File: config.mk
export PLATFORM = sky130hd
export DESIGN_NAME = tio_sync_gen
export DESIGN_NICKNAME = d
export VERILOG_FILES = /design/src/rtl/tio_sync_pkg.sv /design/src/rtl/tio_sync_gen.sv
export SDC_FILE = /design/constraint.sdc
export NUM_CORES = 1
export LEC_CHECK = 0
export BUFFER_PORTS_ARGS = -buffer_cell sky130_fd_sc_hd__buf_2
export CORE_ASPECT_RATIO = 0.6
export CORE_MARGIN = 1
export CORE_UTILIZATION = 45
export CTS_BUF_LIST = sky130_fd_sc_hd__clkbuf_16
export CTS_CLUSTER_SIZE = 10
export DETAILED_ROUTE_END_ITERATION = 10
export MAX_ROUTING_LAYER = met4
export PLACE_DENSITY = 0.66
export SLEW_MARGIN = 20
export SYNTH_ARGS = -nofsm -noshare
export SYNTH_HDL_FRONTEND = slang
export SYNTH_SLANG_ARGS = --single-unit
File: constraint.sdc
create_clock -name sys_clk_i -period 3.51 [get_ports sys_clk_i]
set_input_delay 0.8775 -clock sys_clk_i [delete_from_list [all_inputs] [get_ports sys_clk_i]]
set_output_delay 0.8775 -clock sys_clk_i [all_outputs]
set_load 0.03 [all_outputs]
File: src/rtl/tio_sync_pkg.sv
// Shared types and widths for the sysclk-domain sync sequencer.
package tio_sync_pkg;

  localparam int unsigned OFFSET_W   = 8;
  localparam int unsigned SYNC_CNT_W = 16;
  localparam int unsigned EXT_CNT_W  = 4;

  typedef enum logic [1:0] {
    IDLE = 2'd0,
    WAIT = 2'd1,
    EXT  = 2'd2
  } state_e;

endpackage

File: src/rtl/tio_sync_gen.sv
// Sync sequencer: delays a TURF sync request, realigns sequence phase and
// sysclk counter, and optionally emits the external SURF clock-sync pulse.
module tio_sync_gen
  import tio_sync_pkg::*;
#(
  parameter int unsigned SEQ_LEN        = 8,
  parameter int unsigned EXT_SYNC_WIDTH = 4
) (
  input  logic                        sys_clk_i,
  input  logic                        sys_rst_n_i,
  input  logic [7:0]                  sync_offset_i,
  input  logic                        en_ext_sync_i,
  input  logic [7:0]                  clk_offset_i,
  input  logic                        sync_req_i,
  output logic                        sync_busy_o,
  output logic                        req_ignored_o,
  output logic                        sync_done_o,
  output logic [$clog2(SEQ_LEN)-1:0]  seq_phase_o,
  output logic                        seq_start_o,
  output logic [7:0]                  sysclk_cnt_o,
  output logic                        ext_sync_o,
  output logic [15:0]                 sync_count_o
);

  localparam int unsigned PH_W = $clog2(SEQ_LEN);

  state_e                state_q, state_d;
  logic [OFFSET_W-1:0]   wait_q, wait_d;
  logic [EXT_CNT_W-1:0]  ext_cnt_q, ext_cnt_d;
  logic [OFFSET_W-1:0]   clk_off_q;
  logic                  en_q;
  logic                  capture;
  logic                  apply;
  logic                  done_d;

  // State register
  always_ff @(posedge sys_clk_i or negedge sys_rst_n_i) begin
    if (!sys_rst_n_i) begin
      state_q   <= IDLE;
      wait_q    <= '0;
      ext_cnt_q <= '0;
    end else begin
      state_q   <= state_d;
      wait_q    <= wait_d;
      ext_cnt_q <= ext_cnt_d;
    end
  end

  // Next state; done is predicted one cycle early so it lands in the apply cycle
  always_comb begin
    state_d   = state_q;
    wait_d    = wait_q;
    ext_cnt_d = ext_cnt_q;
    capture   = 1'b0;
    apply     = 1'b0;
    done_d    = 1'b0;
    unique case (state_q)
      IDLE: begin
        if (sync_req_i) begin
          capture = 1'b1;
          wait_d  = sync_offset_i;
          state_d = WAIT;
          done_d  = (sync_offset_i == OFFSET_W'(0));
        end
      end
      WAIT: begin
        if (wait_q == OFFSET_W'(0)) begin
          apply = 1'b1;
          if (en_q) begin
            state_d   = EXT;
            ext_cnt_d = EXT_CNT_W'(EXT_SYNC_WIDTH - 1);
          end else begin
            state_d = IDLE;
          end
        end else begin
          wait_d = wait_q - OFFSET_W'(1);
          done_d = (wait_q == OFFSET_W'(1));
        end
      end
      EXT: begin
        if (ext_cnt_q == EXT_CNT_W'(0)) begin
          state_d = IDLE;
        end else begin
          ext_cnt_d = ext_cnt_q - EXT_CNT_W'(1);
        end
      end
      default: state_d = IDLE;
    endcase
  end

  // Registered outputs, captured request parameters and free-running counters
  always_ff @(posedge sys_clk_i or negedge sys_rst_n_i) begin
    if (!sys_rst_n_i) begin
      clk_off_q     <= '0;
      en_q          <= 1'b0;
      sync_busy_o   <= 1'b0;
      req_ignored_o <= 1'b0;
      sync_done_o   <= 1'b0;
      ext_sync_o    <= 1'b0;
      seq_phase_o   <= '0;
      sysclk_cnt_o  <= '0;
      sync_count_o  <= '0;
    end else begin
      if (capture) begin
        clk_off_q <= clk_offset_i;
        en_q      <= en_ext_sync_i;
      end
      sync_busy_o   <= (state_d != IDLE);
      req_ignored_o <= sync_req_i && (state_q != IDLE);
      sync_done_o   <= done_d;
      ext_sync_o    <= (state_d == EXT);
      if (apply) begin
        seq_phase_o  <= '0;
        sysclk_cnt_o <= clk_off_q;
        if (sync_count_o != '1) begin
          sync_count_o <= sync_count_o + SYNC_CNT_W'(1);
        end
      end else begin
        seq_phase_o  <= seq_phase_o + PH_W'(1);
        sysclk_cnt_o <= sysclk_cnt_o + OFFSET_W'(1);
      end
    end
  end

  assign seq_start_o = (seq_phase_o == PH_W'(0));

endmodule
**Word level (Yosys, flattened, before mapping)**

Index checks and enable logic that the tools add are counted.

- Output and inout port bits: 32
- Flip-flop bits (word level): 54
- Memories: 0
- Bits in writable memories: 0
- Latch bits: 0
- Memory bits (read-only): 0
- Input port bits: 20

- Reductions and logical operators: 13
- Order comparisons: 0
- Multipliers: 0
- Div/mod/pow operators: 0
- Bitwise gates (word level): 0
- Shift-type cells: 0
- Add/subtract/negate cells: 5
- Equality and inequality tests: 10
- Multiplexer cells: 21

Operators with widths:

| cell | number |
|---|---|
| two-way mux 8 bit | 3 |
| adder 16 x 1 -> 16 bit (second input constant) | 1 |
| logical NOT 8 bit | 2 |
| inequality test 16 bit (second input constant) | 1 |
| one-hot mux 8 bit (2 select lines) | 1 |
| two-way mux 4 bit | 3 |
| inequality test 2 bit (second input constant) | 5 |
| adder 8 x 1 -> 8 bit (second input constant) | 1 |
| == test 8 x 1 -> 1 bit (second input constant) | 1 |
| two-way mux 2 bit | 4 |
| one-hot mux 4 bit (2 select lines) | 1 |
| nonzero test 2 bit | 4 |
| subtractor 8 x 1 -> 8 bit (second input constant) | 1 |
| two-way mux 1 bit | 6 |
| one-hot mux 2 bit (3 select lines) | 1 |
| == test 2 bit (second input constant) | 2 |
| logical NOT 4 bit | 1 |
| AND reduction 4 bit | 1 |
| subtractor 4 x 1 -> 4 bit (second input constant) | 1 |
| adder 3 x 1 -> 3 bit (second input constant) | 1 |
| logical NOT 3 bit | 1 |
| two-way mux 3 bit | 1 |
| AND reduction 3 bit | 1 |
| == test 2 x 1 -> 1 bit (second input constant) | 1 |
| 4 further kinds | 4 |

**Longest topological paths before layout**

- Depth in word-level cells: 4
- Gate-level depth with buffers: 8
- Gate-level depth less buffers: 8

**Worst setup path before layout**

No wires, ideal clock.

- Kind: reg2out
- Start: register seq_phase_o[0]
- End: output seq_start_o
- Slack: 1,460 ps
- Arrival time: 1,173 ps
- Stages on the path, launching flop included: 4
- Required time: 2,633 ps
- Cells stage by stage: dfrtp_1 inv_1 ha_1 nor2b_1

- Cells in the longest elaborated chain, start to end: 1

Ends and longest elaborated chain:

| what | line | text |
|---|---|---|
| from (decl) | tio_sync_gen.sv:18 | `output logic [$clog2(SEQ_LEN)-1:0] seq_phase_o,` |
| from (signal assigned) | tio_sync_gen.sv:119 | `seq_phase_o <= seq_phase_o + PH_W'(1);` |
| logical NOT 3 bit | tio_sync_gen.sv:125 | `assign seq_start_o = (seq_phase_o == PH_W'(0));` |
| to (decl) | tio_sync_gen.sv:19 | `output logic seq_start_o,` |

Every way passes these cells.

**Worst setup path after layout**

- Start: register wait_q[0]
- End: register sync_count_o[12]

- Cells in the longest elaborated chain, start to end: 4

Ends and longest elaborated chain:

| what | line | text |
|---|---|---|
| from (decl) | tio_sync_gen.sv:28 | `logic [OFFSET_W-1:0] wait_q, wait_d;` |
| from (signal assigned) | tio_sync_gen.sv:44 | `wait_q <= wait_d;` |
| logical NOT 8 bit | tio_sync_gen.sv:67 | `if (wait_q == OFFSET_W'(0)) begin` |
| two-way mux 1 bit | tio_sync_gen.sv:67 |  |
| two-way mux 1 bit | tio_sync_gen.sv:57 | `unique case (state_q)` |
| AND reduction 2 bit (no source line) | n/a |  |
| to (signal assigned) | tio_sync_gen.sv:116 | `sync_count_o <= sync_count_o + SYNC_CNT_W'(1);` |
| to (decl) | tio_sync_gen.sv:22 | `output logic [15:0] sync_count_o` |

Every way passes these cells.
A chain may end at the register's enable or synchronous reset.

==> results by group <==
Logic synthesis
  • Combinational family with the most area after synthesis: simple AND/OR/NAND/NOR gates
  • Post-synth EDFFs: 0
  • Sequential area share after synthesis: 52.05%
  • Avg Cell Area, Syn: 9.909 um^2
  • Top-area cell type share of the netlist area: a little over half
  • Commonest cells in the netlist: dfrtp_1, nand2_1, a21oi_1, nor2_1, o21ai_0
  • Synth top area cells: dfrtp_1, nand2_1, xnor2_1
  • Cells after Synth: 262
  • Async SR Flop Fraction: 100.0%
  • Synth Area in XOR/XNOR: 7.084%
  • Complex-gate fraction of the synthesized area: 10.07%
  • Post-Syn Area: 2596 um^2
  • Multiplexer share of the synthesized area: under 10%
  • Most common cell in the netlist: dfrtp_1
  • FF+latch count, synth: 54
  • Mapped Nets: 289
  • Synth cell types: 43
  • Main flop type after synthesis: dfrtp_1
  • Synth Area in Adders: 3.373%
  • Synth area leader: dfrtp_1
  • Simple-gate share of the synthesized area: 23.37%
  • Synth Warn #: 0

GRT
  • First-pass GRT wire length: 9032 um
  • Total track usage: 20.33%
  • Vias in the first global route: 1,816
  • Largest net degree at the start of global routing: 34
  • Initial antenna violation count: 0
  • GR Overflow Total: 0

Timing
  • Final setup TNS: 0 ps
  • Clock period minus worst slack: 2361 ps
  • Layout Skew: 5.497 ps
  • Final setup viols: 0
  • Slew margin rel.: roughly 50%
  • Worst-margin pin slew: 735.7 ps
  • Period utilization: 67.26%
  • Unrepaired setup endpoints after global routing: no
  • Max Slew Vio Count: 0
  • Final setup margin: 1149 ps
  • Final hold vios: 0
  • Fmax: 0.4236 GHz

Clock network
  • Clk buf depth: 2
  • Number of CTS-inserted buffers: 5
  • CTS tree: done
  • Root Driver: clkbuf_16
  • Resized cells post-CTS: 0
  • Clock H-tree levels: 2
  • Clock latency on the worst-skew pair: 290 ps
  • Post-CTS Setup Bufs: 0
  • Reg clk slew, reported paths: 70 ps
  • Hold Buf Count CTS: 0
  • CTS Sinks: 54

Worst setup path
  • Crit Path Max Fanout: 20
  • CP max stage cell: and3_1
  • WS Path Type: reg -> reg
  • Arrival @ worst endpoint: around 2500 ps
  • CP endpoint kind: register
  • Req. time, crit path: 3680 ps
  • Critical path's largest stage delay: about 640 ps
  • CP delay by family, top: simple AND/OR/NAND/NOR gates
  • Nature of the critical path startpoint: register
  • Crit-path cells: inv_1, ha_1, nor3b_4, and3_1, nand3_1, mux2_2
  • Bufs and invs on worst path: 1

Power and ir drop
  • Pwr per Cell Area: 744.5 nW/um^2
  • Maximum VDD drop: ~360 uV
  • Lkg Pwr: 1.499 nW

Route
  • First drt pass iteration count: 4
  • Wirelength per Cell: 13.88 um
  • DRC errors left: 0
  • Number of DRC markers in iteration 0: 90
  • Final wirelength: 5498 um
  • Number of nets with antenna violations after routing: 0
  • Detailed-route via count: 2,026
  • Vias/cell: 5.116

Final layout
  • Layout fillers: 500
  • Final instance area: approximately 3100 um^2
  • Final nets: 345
  • Final Core Density: 58.30%
  • Area Overhead vs Synth: 19.13%
  • # diodes: 0
  • Share of layout cells above drive strength 1: roughly 23%

Place
  • I/O Buffers: 51
  • GP Congestion: 0.8448
  • DP Area: slightly below 3000 um^2
  • Detailed placer's ending HPWL: 3994 um
  • Pre-CTS WS: 1144 ps

Die
  • Die area: 6087 um^2
  • # rows: 20
  • Die W: 100.1 um
  • Die H: 60.84 um
  • I/O Pins: 52
  • Initial Util: between 40 and 50%
  • Placeable Area: 5305 um^2

Outcome
  • Status: completed

Job
  • Max-cap violations: 0

Worst hold path
  • Hold Crit Class: reg -> reg
[tightest hold or removal path, cell delays in order (launching register included)]
cell     delay [ps]
dfrtp_1         340
nand2_1          50
nand2_1          50
[placed cells by master, fill, tap and decap left out, types with 7 or more instances in the layout]
| cell type | n |
|---|---|
| a21oi_1 | 18 |
| buf_2 | 51 |
| dfrtp_1 | 54 |
| ha_1 | 7 |
| inv_1 | 9 |
| nand2_1 | 46 |
| nand3_1 | 15 |
| nor2_1 | 18 |
| o21ai_0 | 18 |
| xnor2_1 | 12 |
| xor2_1 | 9 |
[layout make-up]
class / instances / area, um^2 / share of cell area, %
flip-flops and latches: 54 / 1351 / 43.69
multi-input cells: 194 / 1187 / 38.39
repair buffers: 55 / 285.3 / 9.223
clock buffers: 5 / 125.1 / 4.045
well taps: 77 / 96.34 / 3.115
inverters: 8 / 30.03 / 0.9709
clock inverters: 3 / 17.52 / 0.5663
[routing by layer]
metal  vias up  global-route usage, %  wire (um)
met2        61                  27.98       2169
met4         0                  5.797         42
li1       1004                      -          -
met5         -                      -          0
met1       956                  30.04       2960
met3         5                  4.263        326
[sequential cells by signal, summed over array words and instances (netlist names), 2 cells and up]
| signal | cells |
|---|---|
| state_q | 2 |
| seq_phase_o | 3 |
| wait_q | 8 |
| clk_off_q | 8 |
| ext_cnt_q | 4 |
| sysclk_cnt_o | 8 |
| sync_count_o | 16 |
[path summary, 6_finish.rpt]
kind                                          start                            to  slack (ps)  cells after the start
setup / recovery              wait_q[0]$_DFFE_PN0P_  sync_count_o[12]$_DFFE_PN0P_        1150                      6
hold / removal             clk_off_q[1]$_DFFE_PN0P_     sysclk_cnt_o[1]$_DFF_PN0_         460                      2
setup reg to reg              wait_q[0]$_DFFE_PN0P_  sync_count_o[12]$_DFFE_PN0P_        1150                      6
hold reg to reg            clk_off_q[1]$_DFFE_PN0P_     sysclk_cnt_o[1]$_DFF_PN0_         460                      2
max in group asynchronous               sys_rst_n_i      seq_phase_o[2]$_DFF_PN0_        2220                      2
min in group asynchronous               sys_rst_n_i         wait_q[0]$_DFFE_PN0P_         650                      1
[per-stage QoR]
| step | power, W | hold slack (ps) | instances |
|---|---|---|---|
| finish | 0.002303 | 464.7 | 396 |
| global route | 0.002466 | 497.3 | 396 |
| CTS | 0.002316 | 475.4 | 396 |
| detailed placement | 0.001832 | 456.6 | 388 |
| global placement | 0.001823 | 447.6 | 388 |
| floorplan | 0.001584 | 438.6 | 262 |
[kinds of logic (layout without fill, tap and decap cells)]
family,count (synthesis),in the layout
AO/OA/AOI/OAI,45,45
XOR/XNOR,21,21
adder cells (fa/ha/maj),7,7
buffers and inverters,14,71
flip-flops,54,54
multiplexers,4,4
AND/OR/NAND/NOR,117,117
[power by group]
group	switching, W	internal (W)	total (W)
registers	0.000181	0.000810	0.000991
logic	0.000520	0.000316	0.000835
clock network	0.000214	0.000262	0.000476
total	0.000915	0.00139	0.00230
No activity file was read; power rests on OpenSTA's default activity.
